[config.mk]
export PLATFORM = sky130hd
export DESIGN_NAME = chan_sel_mux_reg
export DESIGN_NICKNAME = d
export VERILOG_FILES = /design/src/rtl/chan_mux_pkg.sv /design/src/rtl/rr_arbiter.sv /design/src/rtl/chan_sel_mux_reg.sv
export SDC_FILE = /design/constraint.sdc
export NUM_CORES = 1
export LEC_CHECK = 0
export ABC_AREA = 0
export CAP_MARGIN = 25
export CORE_ASPECT_RATIO = 0.9
export CORE_MARGIN = 2
export CORE_UTILIZATION = 31
export CTS_CLUSTER_SIZE = 20
export DETAILED_ROUTE_END_ITERATION = 10
export DONT_BUFFER_PORTS = 1
export GPL_TIMING_DRIVEN = 0
export PLACE_DENSITY = 0.47
export SLEW_MARGIN = 0
export SYNTH_ARGS = -nofsm -noshare
export SYNTH_HDL_FRONTEND = slang
export SYNTH_SLANG_ARGS = --single-unit
[constraint.sdc]
create_clock -name clk -period 9.6 [get_ports clk]
set_input_delay 1.92 -clock clk [delete_from_list [all_inputs] [get_ports clk]]
set_output_delay 1.92 -clock clk [all_outputs]
set_load 0.05 [all_outputs]
[src/rtl/chan_mux_pkg.sv]
// Shared types and default sizing for the registered channel selector.
package chan_mux_pkg;

  typedef enum logic {
    MODE_DIRECT = 1'b0,
    MODE_RR     = 1'b1
  } sel_mode_t;

  localparam int unsigned CM_WIDTH = 32;
  localparam int unsigned CM_NCH   = 8;

endpackage

[src/rtl/rr_arbiter.sv]
// Combinational rotate-priority encoder: the first requester after ptr wins, wrapping around.
module rr_arbiter #(
  parameter int unsigned NCH = 8
) (
  input  logic [NCH-1:0]         req,
  input  logic [$clog2(NCH)-1:0] ptr,
  output logic [$clog2(NCH)-1:0] grant,
  output logic                   gnt_vld
);

  localparam int unsigned SELW = $clog2(NCH);

  int unsigned idx;

  // Walk from farthest to nearest so the nearest requester after ptr is written last.
  always_comb begin
    grant   = '0;
    gnt_vld = 1'b0;
    idx     = 0;
    for (int unsigned k = NCH; k >= 1; k--) begin
      idx = 32'(ptr) + k;
      if (idx >= NCH) begin
        idx = idx - NCH;
      end
      if (req[idx[SELW-1:0]]) begin
        grant   = idx[SELW-1:0];
        gnt_vld = 1'b1;
      end
    end
  end

endmodule

[src/rtl/chan_sel_mux_reg.sv]
// N-channel registered selector with valid/ready handshake, direct or round-robin selection,
// and a one-entry output register.
module chan_sel_mux_reg
  import chan_mux_pkg::*;
#(
  parameter int unsigned WIDTH = CM_WIDTH,
  parameter int unsigned NCH   = CM_NCH
) (
  input  logic                   clk,
  input  logic                   reset,
  input  logic                   mode,
  input  logic [$clog2(NCH)-1:0] sel,
  input  logic [NCH-1:0]         in_valid,
  input  logic [NCH*WIDTH-1:0]   in_data,
  output logic [NCH-1:0]         in_ready,
  output logic                   out_valid,
  output logic [WIDTH-1:0]       out_data,
  output logic [$clog2(NCH)-1:0] out_ch,
  input  logic                   out_ready
);

  localparam int unsigned SELW = $clog2(NCH);

  sel_mode_t        mode_e;
  logic [SELW-1:0]  rr_ptr_q;
  logic [SELW-1:0]  rr_grant;
  logic             rr_gnt_vld;
  logic [SELW-1:0]  grant;
  logic             gnt_vld;
  logic             sel_in_range;
  logic             load_en;
  logic             xfer;
  logic [WIDTH-1:0] grant_data;

  assign mode_e = sel_mode_t'(mode);

  rr_arbiter #(
    .NCH (NCH)
  ) u_rr_arbiter (
    .req     (in_valid),
    .ptr     (rr_ptr_q),
    .grant   (rr_grant),
    .gnt_vld (rr_gnt_vld)
  );

  // sel can exceed NCH-1 when NCH is not a power of two; such a select grants nothing.
  assign sel_in_range = (32'(sel) < NCH);

  always_comb begin
    grant   = '0;
    gnt_vld = 1'b0;
    if (mode_e == MODE_RR) begin
      grant   = rr_grant;
      gnt_vld = rr_gnt_vld;
    end else begin
      grant   = sel;
      gnt_vld = sel_in_range & in_valid[sel_in_range ? sel : '0];
    end
  end

  assign load_en = ~out_valid | out_ready;
  assign xfer    = ~reset & load_en & gnt_vld;

  always_comb begin
    in_ready   = '0;
    grant_data = '0;
    for (int unsigned i = 0; i < NCH; i++) begin
      if (grant == SELW'(i)) begin
        in_ready[i] = xfer;
        grant_data  = in_data[i*WIDTH +: WIDTH];
      end
    end
  end

  always_ff @(posedge clk) begin
    if (reset) begin
      out_valid <= 1'b0;
      out_data  <= '0;
      out_ch    <= '0;
      rr_ptr_q  <= SELW'(NCH - 1);
    end else if (xfer) begin
      out_valid <= 1'b1;
      out_data  <= grant_data;
      out_ch    <= grant;
      if (mode_e == MODE_RR) begin
        rr_ptr_q <= grant;
      end
    end else if (out_ready) begin
      out_valid <= 1'b0;
    end
  end

endmodule
# Yosys cells after proc, flatten, opt, wreduce, memory -nomap -nowiden
# Cells that the tools add are included.
# word_totals
ff_bits	39
inputBits	271
wordCells	114
# classes
n_addsub	16
order_cmp	17
n_eq_ne	7
mux	62
bitwise	5
n_reduce_logical	3
# op_table
operator	n
32-bit two-way mux	8
3-bit two-way mux	17
3-bit by 4-bit less-than comparator with 1-bit output, second input constant	9
4-bit >= comparator, second input constant	7
1-bit two-way mux	28
1-bit binary-select mux with 3-bit select	9
3-bit by 1-bit subtractor with 3-bit output, second input constant	8
3-bit by 3-bit adder with 4-bit output, second input constant	4
3-bit equality test, second input constant	4
3-bit by 2-bit adder with 4-bit output, second input constant	2
3-bit by 2-bit equality test with 1-bit output, second input constant	2
3-bit by 4-bit adder with 5-bit output, second input constant	1
5-bit by 4-bit >= comparator with 1-bit output, second input constant	1
3-bit by 1-bit adder with 4-bit output, second input constant	1
3-bit by 1-bit equality test with 1-bit output, second input constant	1
3-bit logical NOT	1
1-bit AND	2
1-bit NOT	2
2-bit AND reduction	1
2-bit nonzero test	1
1-bit OR	1

# Logic depth before layout (Yosys ltp)
# depth
word_depth	23
ltp_mapped	15
mapped_depth_nobuf	10

# Hierarchy
# A second synthesis with hierarchy kept.
# unflattened
hier_cells	808
hier_area_um2	5185.0
# by_module_without_submodules
mod	instances	cells_each	area_each_um2	seq_area_each_um2
chan_sel_mux_reg	1	731	4510.6	780.7
rr_arbiter	1	77	674.4	0.0

# Least setup slack after synthesis
# No wires, ideal clock.
# synth_path
kind	input port to output port
start	input port in_valid[0]
end	output port in_ready[0]
t_arrival_ns	5.294
required_ns	7.680
setup_slack_ns	2.386
cell_stages	8
path_buffers	2
cell_sequence	mux4_2 -> mux2_4 -> a21bo_2 -> o221a_2 -> o211a_4 -> buf_6 -> buf_4 -> nor4_1
# synth_between
elab_chain_cells	13
word_cells_on_any_way	39
cone_classes	37 x mux; 1 x bitwise; 1 x reduce/logical
# synth_rtl
element	line_no	text
from (decl)	chan_sel_mux_reg.sv:13	input logic [NCH-1:0] in_valid,
1-bit binary-select mux with 3-bit select	rr_arbiter.sv:25	if (req[idx[SELW-1:0]]) begin
1-bit two-way mux (implied by the code)	rr_arbiter.sv:25	
3-bit two-way mux or 1-bit two-way mux (tied branches) (8 in series)	rr_arbiter.sv:25	
3-bit two-way mux or 1-bit two-way mux (tied branches)	chan_sel_mux_reg.sv:52	if (mode_e == MODE_RR) begin
3-bit logical NOT or 1-bit AND (tied branches)	chan_sel_mux_reg.sv:68, chan_sel_mux_reg.sv:62	
1-bit two-way mux (*)	chan_sel_mux_reg.sv:68	if (grant == SELW'(i)) begin
to (decl)	chan_sel_mux_reg.sv:15	output logic [NCH-1:0] in_ready,
# Mark *: on every way between the ends. The rest lies on a longest branch, timed or not. The select of a mux whose other input is x is not followed.

# Worst setup path after layout
# layout_path
start	input port in_valid[3]
end	output port in_ready[5]
# layout_between
elab_chain_cells	13
word_cells_on_any_way	39
cone_classes	1 x eq/ne; 37 x mux; 1 x bitwise
# layout_rtl
element	line_no
1-bit binary-select mux with 3-bit select	rr_arbiter.sv:25
1-bit two-way mux (implied by the code)	rr_arbiter.sv:25
3-bit two-way mux or 1-bit two-way mux (tied branches) (8 in series)	rr_arbiter.sv:25
3-bit two-way mux or 1-bit two-way mux (tied branches)	chan_sel_mux_reg.sv:52
3-bit equality test or 1-bit AND (tied branches)	chan_sel_mux_reg.sv:68, chan_sel_mux_reg.sv:62
1-bit two-way mux (*)	chan_sel_mux_reg.sv:68
# Marks and branches as above.

==> qor.txt <==
Post-DP HPWL = 19700 µm
reg-to-reg startpoint = rr_ptr_q[0]$_SDFFE_PP1P_
relative slew slack = 43.1%
leakage power = 2.14 nW
Yosys top cell area share = 14.7%
status = completed
dpl cells = 879
Slew @ Worst Pin = 0.847 ns
Mapped Cells = 660
Synth Area per Inst = 8.05 µm²
CTS tree = done
Final Util = 34.5%
vias in the first global route = 5895
CTS resizes = 0
CTS sink cnt = 39
CTS max path bufs = 2
multi-input logic area = 0.00410 mm²
met3 Resource Use GR = 5.90%
Filler cells = 1783
Yosys cell types = 62
Mapped Area = 0.00531 mm²
ys flop type = dfxtp_1
Worst setup SP type = input pin
DR DRC count = 0
DP Area = 0.00567 mm²
core area = 0.0168 mm²
Setup Skew = 0.00418 ns
final hold vios = 0
syn_nets = 933
clock root buffer = clkbuf_16
# setup viols final = 0
most frequent cell after synthesis = mux2i_1
Row Count = 45
Clk Latency, worst-skew pair = 0.30 ns
initial antenna violation count = 1
Ports = 315
largest net degree at the start of global routing = 11
Post-Layout Inst Area = 0.00580 mm²
Initial Util = 31.6%
met1 GRT Util = 33.3%
DR vias = 5927
Die Y = 128 µm
WS Path Type = in -> out
unrepaired setup endpoints after global routing = no
crit end category = output port
Max FO, Critical Path = 10
Tcrit/Tclk final = 72.6%
hold buffer count at CTS = 0
power per cell area = 243 mW/mm²
Post-synth EDFFs = 0
final WL = 24600 µm
H-tree Lvls = 2
fmax = 143 MHz
async set or reset register ratio after synthesis = 0%
WL/cell = 27.7 µm
YS warnings = 0
Total GRT Usage = 26.1%
PortBufs = 0
Layout Area Growth over Synthesis = 9.16%
Worst R2R Path Depth = 15
cts bufs inserted = 5
Worst Setup SP = in_valid[3]
vias per cell = 6.69
hold depth = 2
Detailed Route Iter0 Violations = 453
gpl congestion = 0.899
busiest layer in global routing = met2
CP required = 7.68 ns
first-pass GRT wire length = 36100 µm
Routed Antenna Nets = 0
Synth Register Bits = 39
setup bufs post-CTS = 0
M2 GR Usage = 43.6%
die footprint = 0.0182 mm²
first-pass detailed-route iteration total = 5
arrival time worst endpoint = 5.05 ns
tightest hold margin = 0.735 ns
hold_sp = out_ch[2]$_SDFFE_PP0P_
max_cap viols = 0
max-slew violation count = 0
Layout Cells excl Fill = 886
fin nets = 948
Seq. cell area = 781 µm²
setup TNS = 0 ns
total grt overflow = 0
fraction of layout cells with a size suffix above 1 = 13.8%
Synth area leader = dfxtp_1
largest cells by area after synthesis = dfxtp_1 15%, mux2i_1 14%, a2bb2oi_1 7.9%
CTS clk-pin slew, worst paths = 0.06 ns
Post-synth top cells = 73 x mux2i_1, 55 x a21oi_1, 48 x a2bb2oi_1
maximum vdd ir drop = 0.0749 mV
Die Wd = 142 µm
minimum clock period = 6.97 ns
sequential element share of the synthesized area = 14.7%
hold crit path type = reg -> reg
## cell type report
cell class | instances | area share [%]
Multi-Input combinational cell | 519 | 70.7
Sequential cell | 39 | 13.5
Buffer | 72 | 6.00
Tap cell | 211 | 4.55
Clock buffer | 6 | 2.22
Inverter | 30 | 1.94
Timing Repair Buffer | 8 | 1.10
Antenna cell | 1 | 0.0431
## through the flow
stage / total power, mW / setup WS [ns]
final: 1.41 / 2.63
after global routing: 1.49 / 2.47
after CTS: 1.40 / 2.66
after detailed placement: 1.23 / 2.67
after global placement: 1.22 / 1.95
after floorplan: 1.00 / 2.39
## report_power, final
part / total [mW] / leakage, nW / internal, mW / switching [mW]
registers: 0.401 / 0.322 / 0.207 / 0.194
logic: 0.840 / 1.76 / 0.330 / 0.510
clock network: 0.166 / 0.0628 / 0.0938 / 0.0723
total: 1.41 / 2.14 / 0.631 / 0.776
## sequential cells by signal, indices dropped and copies added (netlist names)
| signal | cells |
|---|---|
| out_ch | 3 |
| out_data | 32 |
| out_valid | 1 |
| rr_ptr_q | 3 |
## placed cells by master, fill, tap and decap left out, types with 9 or more instances in the layout
master / n
mux2i_1: 73
a21oi_1: 55
a2bb2oi_1: 48
dfxtp_1: 39
clkbuf_1: 38
nand2_1: 35
nor3_1: 33
inv_1: 30
nor2_1: 27
and2_1: 27
o31a_1: 27
a31oi_1: 24
o41ai_1: 21
o2111ai_1: 21
buf_2: 20
mux2_2: 14
mux4_2: 13
buf_4: 13
o22ai_1: 13
a22oi_1: 9
## final timing paths
check                              end  slack (ns)
max                        in_ready[5]        2.63
min             out_ch[2]$_SDFFE_PP0P_        0.73
max reg2reg  out_data[11]$_SDFFE_PP0P_        5.07
min reg2reg     out_ch[2]$_SDFFE_PP0P_        0.73
## critical path, stage by stage
cell,delay [ns]
mux4_2,0.58
a21oi_1,0.24
a221oi_1,0.12
nor4_2,0.46
o311a_1,0.23
buf_4,0.19
buf_2,0.29
buf_2,0.33
nand2_1,0.19
nor3_1,0.25
buf_4,0.23
## cells by family after synthesis
family                   synth area share (%)
AO/OA/AOI/OAI                            37.7
multiplexers                             24.2
buffers and inverters                    8.66
adder cells (fa/ha/maj)                 0.471
flip-flops                               14.7
AND/OR/NAND/NOR                          13.6
XOR/XNOR                                0.659
## metal layers
metal	vias up	wire length, µm	share of wire, %
li1	2651	-	-
met5	-	0	0
met1	2883	10200	42
met3	44	1890	7.7
met2	349	11800	48
met4	0	707	2.9
(Power assumes the default switching activity.)
